--- config.mk ---
export PLATFORM = sky130hd
export DESIGN_NAME = demux_1x4_sched
export DESIGN_NICKNAME = d
export VERILOG_FILES = /design/src/rtl/demux_1x4_sched.sv
export SDC_FILE = /design/constraint.sdc
export NUM_CORES = 1
export LEC_CHECK = 0
export ABC_AREA = 1
export CORE_ASPECT_RATIO = 1.4
export CORE_MARGIN = 10
export CORE_UTILIZATION = 40
export CTS_CLUSTER_SIZE = 12
export DETAILED_ROUTE_END_ITERATION = 6
export PLACE_DENSITY = 0.84
export SLEW_MARGIN = 15
export SYNTH_ARGS = -nofsm -noshare
export SYNTH_HDL_FRONTEND = slang
export SYNTH_SLANG_ARGS = --single-unit
export TNS_END_PERCENT = 30
--- constraint.sdc ---
create_clock -name clk -period 1.4 [get_ports clk]
set_input_delay 0.28 -clock clk [delete_from_list [all_inputs] [get_ports clk]]
set_output_delay 0.28 -clock clk [all_outputs]
set_load 0.005 [all_outputs]
--- src/rtl/demux_1x4_sched.sv ---
// Scheduler and handshake controller for a 1x4 demultiplexer.
// Accepts one word at a time from a single producer and routes it to one of
// four consumers. Routing is round-robin over enabled channels or directed
// by the word's destination field. Directed words that target a disabled
// channel are dropped and counted.
module demux_1x4_sched #(
  parameter int DW = 8,
  parameter int CW = 8
) (
  input  logic          clk,
  input  logic          rst,
  input  logic          mode,
  input  logic [3:0]    chan_en,
  input  logic          in_valid,
  output logic          in_ready,
  input  logic [DW-1:0] in_data,
  input  logic [1:0]    in_dest,
  output logic [3:0]    out_valid,
  input  logic [3:0]    out_ready,
  output logic [DW-1:0] out_data,
  output logic [1:0]    sel,
  output logic          busy,
  output logic [CW-1:0] drop_cnt
);

  localparam logic [0:0] IDLE = 1'b0;
  localparam logic [0:0] SEND = 1'b1;

  logic [0:0] state;
  logic [1:0] ptr;      // round-robin search start
  logic       mode_q;   // mode captured with the in-flight word
  logic [1:0] rr_sel;
  logic [1:0] rr_idx;
  logic       accept;
  logic       dest_ok;

  // Round-robin pick: first enabled channel at or after ptr, modulo 4.
  // NOTE: every signal written in always_comb gets a default first, otherwise
  // a path that skips the assignment infers a latch.
  always_comb begin
    rr_sel = ptr;
    rr_idx = ptr;
    // Scan from the farthest offset down so the nearest enabled channel wins.
    for (int k = 3; k >= 0; k--) begin
      rr_idx = ptr + 2'(k);
      if (chan_en[rr_idx]) rr_sel = rr_idx;
    end
  end

  // Handshake and output decode derived from the current state.
  assign in_ready  = (state == IDLE) && (mode || (chan_en != 4'b0000));
  assign accept    = in_valid && in_ready;
  assign dest_ok   = chan_en[in_dest];
  assign busy      = (state == SEND);
  assign out_valid = (state == SEND) ? (4'b0001 << sel) : 4'b0000;

  // Accept, route, hold until the selected consumer is ready, count drops.
  // NOTE: sequential state uses non-blocking assignments so every register
  // samples pre-edge values, independent of statement order.
  always_ff @(posedge clk) begin
    if (rst) begin
      state    <= IDLE;
      ptr      <= 2'd0;
      mode_q   <= 1'b0;
      sel      <= 2'd0;
      out_data <= '0;
      drop_cnt <= '0;
    end else begin
      case (state)
        IDLE: begin
          if (accept) begin
            out_data <= in_data;
            mode_q   <= mode;
            if (!mode) begin
              sel   <= rr_sel;
              state <= SEND;
            end else if (dest_ok) begin
              sel   <= in_dest;
              state <= SEND;
            end else if (drop_cnt != {CW{1'b1}}) begin
              drop_cnt <= drop_cnt + CW'(1);
            end
          end
        end
        SEND: begin
          // Only the selected channel's ready completes the transfer.
          if (out_ready[sel]) begin
            state <= IDLE;
            if (!mode_q) ptr <= sel + 2'd1;
          end
        end
        default: state <= IDLE;
      endcase
    end
  end

endmodule

==> impl_metrics.toml, run 1 <==
[timing]
rsz0062_at_grt = "yes"
slew_violations = 0
worst_slack_ps = -18.2
period_minus_slack_ps = 1420
slew_headroom_pct = 80.9
setup_viol = 3
period_share_pct = 101
fin_skew_ps = 3.53
max_freq_ghz = 0.705
hold_viol_final = 0
worst_pin_slew_ps = 284

[logic_synthesis]
ys_ff_latch = 22
synth_xor_area_share_pct = 2.68
synth-seq-area-share_pct = 33.7
synthAdderAreaFrac_pct = 4.78
syn_area_per_cell_um2 = 6.50
ys_warn_count = 0
synth_top_family_by_area = "simple AND/OR/NAND/NOR gates"
synth_cells = 201
ys_types = 22
synthMuxAreaShare_pct = 0
synth_compound_area_share_pct = 13.4
synth-simple-area-share_pct = 35.7
syn_area_um2 = 1310
syn_nets = 228

[cells_and_area]
utilization_pct = 74.8
design_area_um2 = 2330
insertedDiodeCount = 0
area_growth_pct = 78.6
layout-drive-gt1-share_pct = 38.4
fin_nets = 317

[pwr]
p_leak_uw = 0.00115
ir_drop_mv = 0.636
power_density_nw_per_um2 = 769

[clock_network]
cts.sinks = 22
htree_levels = 1
clkLatencyLatePin_ps = 270
cts_root_buf = "clkbuf_8"
path_clk_slew_ps = 80
tritoncts = "yes"
clock_path_buffers = 2
hold_buffers = 0
cts_made_buffers = 3

[floorplan]
pin_count = 46
die_area_um2 = 5990
die_h_um = 87.7
rows = 24
die_x_um = 68.3
fp.coreArea_um2 = 3120
start_util_pct = 41.9

[min_path]
hp-class = "in -> reg"

[critical_path]
cp_slowest_cell = "dfxtp_2"
cp_data_arrival_time_ps = 1140
critPathMaxFanout = 4
max_stage_delay_ps = 370
path_cells = "buf_6 -> inv_8 -> ha_4 -> nand2_2 -> inv_2 -> buf_6"
crit_path_start_kind = "flip-flop"
worst_ep_required_time_ps = 1120
critPathKind = "reg -> out"
crit_top_cell = "buf_6"
crit_path_end_kind = "primary output"

[placement]
post_dp_cell_area_um2 = 2050
routabilityCongestion = 0.838
dp_hpwl_um = 3110
port_buffers = 45

[status]
status = "finished with violations"
violations = "negative setup slack"

[drt]
drt-total-wl_um = 4510
drc_errors = 0
via_per_inst = 4.92
drtIter0Drc = 77
drtAntennaViolNets = 0
dr.pass1.iters = 4
num_vias = 1615
avgRoutedWirePerCell_um = 13.7

[grt]
antenna_found_initial = 0
gr-total-overflow = 0
grt_first_pass_wirelength_um = 7110
gr-usage-all-layers_pct = 14.7
grt_pass1_vias = 1597
grt_max_degree = 16

[job]
max-cap-violations = 0
[path summary, 6_finish.rpt]
| kind | from | end | slack (ps) | cells past startpoint |
|---|---|---|---|---|
| worst min-delay path | mode | mode_q | 370 | 4 |
| worst min register to register | out_data[0] | out_data[0] | 470 | 2 |
| worst max-delay path | sel[0] | out_valid[0] | -20 | 6 |
| worst max register to register | drop_cnt[3] | drop_cnt[2] | -10 | 8 |
[per-stage QoR]
step | setup TNS (ps) | instances | hold WS [ps] | setup slack (ps) | power (uW)
2_1_floorplan | 0 | 201 | 424 | 8.84 | 899
3_3_place_gp | -7580 | 316 | 451 | -444 | 1140
3_5_place_dp | -8380 | 316 | 458 | -472 | 1150
4_1_cts | -194 | 328 | 468 | -113 | 1760
5_1_grt | -598 | 328 | 375 | -95.0 | 1880
6_report | -39.2 | 328 | 368 | -18.2 | 1800
[worst max-delay path, delay by kind of cell (launching register included)]
family	cells	cell delay (ps)
flops	1	370
buf+inv	4	300
fa+ha+maj	1	150
simple gates	1	50
[flip-flops by register name (all words and copies together), names as in the netlist]
| register | cells |
|---|---|
| busy | 1 |
| drop_cnt | 8 |
| mode_q | 1 |
| out_data | 8 |
| ptr | 2 |
| sel | 2 |
[cell usage after synthesis]
library cell | number | area [um2]
nand3_4 | 1 | 17.5
nor2_1 | 4 | 15.0
inv_1 | 27 | 101
buf_4 | 1 | 7.51
nor3_1 | 3 | 15.0
o21ai_0 | 11 | 55.1
xnor2_1 | 2 | 17.5
dfxtp_1 | 22 | 440
nor4_4 | 1 | 21.3
nor2_2 | 1 | 6.26
nand2_4 | 1 | 11.3
nor2_4 | 1 | 11.3
buf_1 | 1 | 3.75
ha_1 | 5 | 62.6
clkbuf_1 | 1 | 3.75
a21oi_1 | 24 | 120
buf_2 | 1 | 5.00
xor2_1 | 2 | 17.5
nand3_2 | 1 | 10.0
nand2_1 | 73 | 274
nand3_1 | 17 | 85.1
inv_4 | 1 | 6.26
[timing repair]
item | 4_1_cts | 5_1_grt
setup buffers | 7 | 0
cloned | 1 | 0
endpoints found under the hold margin | 0 | 0
pin swaps | 9 | 13
setup endpoints to repair | 44 | 26
resized for setup | 85 | 46
[layer usage]
metal | vias up | wire length (um) | GRT usage [%]
met2 | 49 | 2450 | 27.0
met1 | 735 | 1790 | 15.8
met3 | 11 | 157 | 2.30
met5 | - | 0 | 0
li1 | 820 | - | -
met4 | 0 | 108 | 6.24
[power breakdown]
part	switching, uW	leakage, uW	internal (uW)
clock	215	0.0000357	382
sequential	32.0	0.000186	657
combinational	255	0.000931	255
[cells by family (layout without fill, tap and decap cells)]
family | after synthesis | in the layout
DFF | 22 | 22
adders and majority gates | 5 | 5
AOI/OAI and AO/OA | 35 | 35
buffers and inverters | 32 | 119
and+or+nand+nor | 103 | 104
xor gates and xnor gates | 4 | 4
[placed cells by master, fill, tap and decap left out, drive strengths merged, types with 2 or more instances in the layout]
cell,instances
nand2,75
buf,47
inv,28
a21oi,24
dfxtp,22
dlygate4sd2,21
nand3,19
clkdlybuf4s50,14
o21ai,11
clkbuf,7
nor2,6
ha,5
nor3,3
xor2,2
xnor2,2
[area by class of cell]
cell class | instances | area [um2]
Tap cell | 39 | 48.8
Clock inverter | 1 | 30.0
Timing Repair Buffer | 87 | 719
Fill cell | 226 | 788
Multi-Input combinational cell | 148 | 907
Clock buffer | 3 | 41.3
Inverter | 28 | 123
Sequential cell | 22 | 465
No activity file was read; power rests on OpenSTA's default activity.
==> run 2: changes to the inputs <==
--- a/config.mk
+++ b/config.mk
@@ -6,13 +6,14 @@
 export NUM_CORES = 1
 export LEC_CHECK = 0
 export ABC_AREA = 1
+export CAP_MARGIN = 15
 export CORE_ASPECT_RATIO = 1.4
 export CORE_MARGIN = 10
 export CORE_UTILIZATION = 40
 export CTS_CLUSTER_SIZE = 12
 export DETAILED_ROUTE_END_ITERATION = 6
 export PLACE_DENSITY = 0.84
-export SLEW_MARGIN = 15
+export SLEW_MARGIN = 5
 export SYNTH_ARGS = -nofsm -noshare
 export SYNTH_HDL_FRONTEND = slang
 export SYNTH_SLANG_ARGS = --single-unit
==> results of run 2 <==
Final layout, timing and power as in run 1 (identical DEF).
==> run 3: changes to the inputs <==
--- a/config.mk
+++ b/config.mk
@@ -9,10 +9,10 @@
 export CAP_MARGIN = 15
 export CORE_ASPECT_RATIO = 1.4
 export CORE_MARGIN = 10
-export CORE_UTILIZATION = 40
+export CORE_UTILIZATION = 29
 export CTS_CLUSTER_SIZE = 12
 export DETAILED_ROUTE_END_ITERATION = 6
-export PLACE_DENSITY = 0.84
+export PLACE_DENSITY = 0.67
 export SLEW_MARGIN = 5
 export SYNTH_ARGS = -nofsm -noshare
 export SYNTH_HDL_FRONTEND = slang
==> impl_metrics.toml, run 3 (synthesis results as in run 1) <==
[status]
status = "finished clean"

[floorplan]
die_h_um = 99.5
die_x_um = 76.8
start_util_pct = 30.3
rows = 28
fp.coreArea_um2 = 4310
die_area_um2 = 7630
pin_count = 46

[drt]
num_vias = 1608
drtIter0Drc = 74
drt-total-wl_um = 4530
dr.pass1.iters = 4
drc_errors = 0
drtAntennaViolNets = 0
via_per_inst = 4.58
avgRoutedWirePerCell_um = 12.9

[pwr]
power_density_nw_per_um2 = 703
p_leak_uw = 0.00123
power.total_uw = 1670
switching_power_uw = 488
pwr-share-seq_pct = 41.4
p_clk_share_pct = 26.8
ir_drop_mv = 0.626
p_comb_share_pct = 31.8
p_int_uw = 1180
p_sw_share_pct = 29.2

[clock_network]
clkLatencyLatePin_ps = 260
htree_levels = 1
tritoncts = "yes"
clock_path_buffers = 2
path_clk_slew_ps = 70
cts.sinks = 22
cts_root_buf = "clkbuf_8"
hold_buffers = 0
cts_made_buffers = 3

[grt]
gr-total-overflow = 0
grt_pass1_vias = 1640
gr-usage-all-layers_pct = 10.9
grt_max_degree = 13
antenna_found_initial = 0
grt_first_pass_wirelength_um = 7050

[placement]
post_dp_cell_area_um2 = 2100
dp_slack_ps = -493
port_buffers = 45
routabilityCongestion = 0.815
dp_hpwl_um = 3270

[min_path]
hp-class = "reg -> reg"

[cells_and_area]
insertedDiodeCount = 0
layout_common_cells = "nand2_1, buf_4, a21oi_1, inv_1, clkdlybuf4s50_1"
layout_commonest_cell = "nand2_1"
layout-drive-gt1-share_pct = 38.1
design_area_um2 = 2370
area_growth_pct = 81.5
top_regs = "drop_cnt (8), out_data (8)"
fin_nets = 319

[critical_path]
crit_top_cell = "buf_6"
critPathKind = "reg -> out"
cp_slowest_cell = "dfxtp_2"
path_cells = "buf_6 -> inv_8 -> ha_4 -> nand2_2 -> inv_2 -> buf_6"
max_stage_delay_ps = 350
crit_path_start_kind = "flip-flop"
crit_path_end_kind = "primary output"
cp_data_arrival_time_ps = 1090
worst_ep_required_time_ps = 1120
critPathMaxFanout = 4

[timing]
rsz0062_at_grt = "yes"
period_share_pct = 97.6
hold_viol_final = 0
worst_pin_slew_ps = 248
period_minus_slack_ps = 1370
slew_violations = 0
setup_viol = 0
fin_skew_ps = 5.79
hold_ws_ps = 463
max_freq_ghz = 0.732
worst_slack_ps = 33.2
slew_headroom_pct = 83.4

[job]
max-cap-violations = 0
## run 3: per-layer routing
metal  up-vias  GRT usage, %  part of all wire (%)
met5         -             0                     0
met4         0          4.88                   2.5
met3         8          2.07                   4.0
met2        42          21.8                    57
met1       736          10.2                    37
li1        822             -                     -
## run 3: path summary, 6_finish.rpt
kind                       end  slack [ps]   startpoint  cells after the start
setup / recovery  out_valid[2]          30       sel[0]                      6
hold / removal     out_data[4]         460  out_data[4]                      2
setup reg to reg        sel[0]          40       ptr[0]                     12
hold reg to reg    out_data[4]         460  out_data[4]                      2
## run 3: timing repair
action                     CTS  global route
gates resized for setup     79            48
buffers inserted             7             2
pin swaps                    8            14
setup endpoints to repair   37            33
cloned                       1             1
## run 3: critical path: cells and delay by family (launching register included)
kind                       cells  cell delay [ps]
DFF                            1              350
buffers and inverters          4              290
adders and majority gates      1              140
and+or+nand+nor                1               60
## run 3: power groups by stage
stage	clock, uW	sequential, uW	combinational (uW)
after CTS	468	685	487
final	447	690	531
after global placement	0	698	461
after floorplan	0	700	199
after detailed placement	0	699	466
after global routing	482	696	590
## run 3: final cells by class
type,instances,area [um2]
Tap cell,60,75.1
Multi-Input combinational cell,148,881
Timing Repair Buffer,89,781
Sequential cell,22,462
Fill cell,416,1940
Clock buffer,4,55.1
Inverter,28,120
## run 3: stage by stage
stage,cells,TNS (ps),util [%]
2_1_floorplan,201,0,-
3_3_place_gp,338,-7730,48.7
3_5_place_dp,338,-8650,48.7
4_1_cts,349,-57.1,52.0
5_1_grt,351,-294,55.1
6_report,351,0,55.1
==> edit (settings of run 3) <==
Change the parameter `DW` from 8 to 9.
--- a/src/rtl/demux_1x4_sched.sv
+++ b/src/rtl/demux_1x4_sched.sv
@@ -5,5 +5,5 @@
 // channel are dropped and counted.
 module demux_1x4_sched #(
-  parameter int DW = 8,
+  parameter int DW = 9,
   parameter int CW = 8
 ) (
Ports: changed (resized in_data and out_data); port bits go from 46 to 48. No check against the original RTL was run, so the function may have changed too.
==> edit against run 3 <==
Routed wire length about the same; clock power shrank 6.3%; synthesized cell count is 2.0% higher; global-route usage fell by 0.21 points; via count increased by 0.19%; setup slack worse by 46 ps; power is 1.1% higher; critical path type is now reg -> reg; area after synthesis increased by 4.9%; sequential cell count is 1 higher; cell area rose by 0.79%; the run now ends with setup timing left; cell count up 0.28%.
==> edit: results (changes against run 3) <==
- The transition at the pin with the smallest max-transition slack is 385 ps (+137 ps).
- Ranked by total cell area, the synthesized netlist is headed by sky130_fd_sc_hd__dfxtp_1 34%, sky130_fd_sc_hd__nand2_1 15%, sky130_fd_sc_hd__nand3_1 7.3%.
- In this design, the largest share of critical-path delay is due to simple AND/OR/NAND/NOR gates.
- The checks that failed: setup timing.
- The global-route wire length before repair is 7.02 mm (-0.38%).
- The largest registers in the layout are out_data (9), drop_cnt (8).
- The biggest fanout along the worst timing path is 8 (+4).
- The reported net switching power is 0.000517 W (+5.9%).
- The violation count after the first detailed-route iteration was 48 (-35%).
- The placed instance area is 0.00212 mm^2 (+0.89%).
- The count of port buffers added during placement is 47 (+4.4%).
- The detailed-placement wirelength estimate came to 3.25 mm (-0.61%).
- The share of layout cells above drive strength 1 is 38.6% (+0.48 points).
- The setup skew after layout came to 7.81 ps (+2.02 ps).
- The synthesized area per cell came to 6.69 um^2 (+2.8%).
- The number of failing setup endpoints in the final timing report was 5 (+5).
- The final non-filler cell total is 352 (+0.28%).
- The total negative slack came to -26.1 ps (-26.1 ps).
- The count of cells resized by post-cts repair is 73 (-7.6%).
- The post-synthesis net count is 233 (+2.2%).
- The xor/xnor cell area share of the yosys netlist came to 3.83% (+1.2 points).
- The final weighted congestion in routability-driven placement came to 0.816 (+0.13%).
- The vias per cell is 4.58 (about the same).
- After synthesis, the most frequently instantiated cells are 55 x sky130_fd_sc_hd__nand2_1, 23 x sky130_fd_sc_hd__dfxtp_1, 22 x sky130_fd_sc_hd__nor2_1.
- The clock slew at the register clock pins of the worst setup and hold paths was 90 ps (+20 ps).
- The leakage power is 1.27 nW (+3.5%).
- The pre-CTS setup slack is -587 ps (-93.7 ps).
- The area fraction in compound gates after synthesis is 11.7% (-1.7 points).
- The number of different library cells in the post-synthesis netlist is 26 (+18%).
- The smallest setup slack after layout is -13.0 ps (-46.1 ps).
- The run finished, with violations left.
- The post-detailed-routing wire length is 4.53 mm (about the same).
- The signal arrival time at the worst endpoint was 1580 ps (+490 ps).
- The via count of the first global-routing pass is 1567 (-4.5%).
- The sequential fraction of the synthesis area is 33.6% (-0.11 points).
## edit: changes by cell type after synthesis, sizes merged, moves of 2 or more
cell,run 3,this run
buf,3,1
clkbuf,1,3
nand3,19,21
a21oi,24,18
nor2,6,24
o21ai,11,14
nand2,74,58
inv,28,26
nand4,0,2
## edit: final cells by class
class	instances	area, um^2
repair buffers	83	741
clock buffers	3	41.3
multi-input cells	154	931
flip-flops and latches	23	487
clock inverters	1	5.00
fillers	474	2180
well taps	62	77.6
inverters	26	110
## edit: path summary, 6_finish.rpt
| path | end | from | cells past startpoint | slack, ps |
|---|---|---|---|---|
| max reg2reg | drop_cnt[3]$_SDFFE_PP0P_ | busy$_SDFF_PP0_ | 9 | -10 |
| max | drop_cnt[3]$_SDFFE_PP0P_ | busy$_SDFF_PP0_ | 9 | -10 |
| min | drop_cnt[4]$_SDFFE_PP0P_ | drop_cnt[4]$_SDFFE_PP0P_ | 2 | 490 |
| min reg2reg | drop_cnt[4]$_SDFFE_PP0P_ | drop_cnt[4]$_SDFFE_PP0P_ | 2 | 490 |
## edit: power groups by stage
stage / combinational (W) / clock [W] / sequential, W
floorplan: 0.000218 / 0 / 0.000738
global placement: 0.000478 / 0 / 0.000738
detailed placement: 0.000481 / 0 / 0.000739
CTS: 0.000507 / 0.000437 / 0.000717
global route: 0.000611 / 0.000467 / 0.000727
finish: 0.000547 / 0.000419 / 0.000720
## edit: per-layer routing
| layer | GRT usage (%) | share of wire (%) | up-vias |
|---|---|---|---|
| met5 | 0 | 0 | - |
| met2 | 20.1 | 56 | 27 |
| li1 | - | - | 827 |
| met1 | 10.8 | 38 | 750 |
| met3 | 3.10 | 3.9 | 7 |
| met4 | 3.87 | 1.8 | 0 |
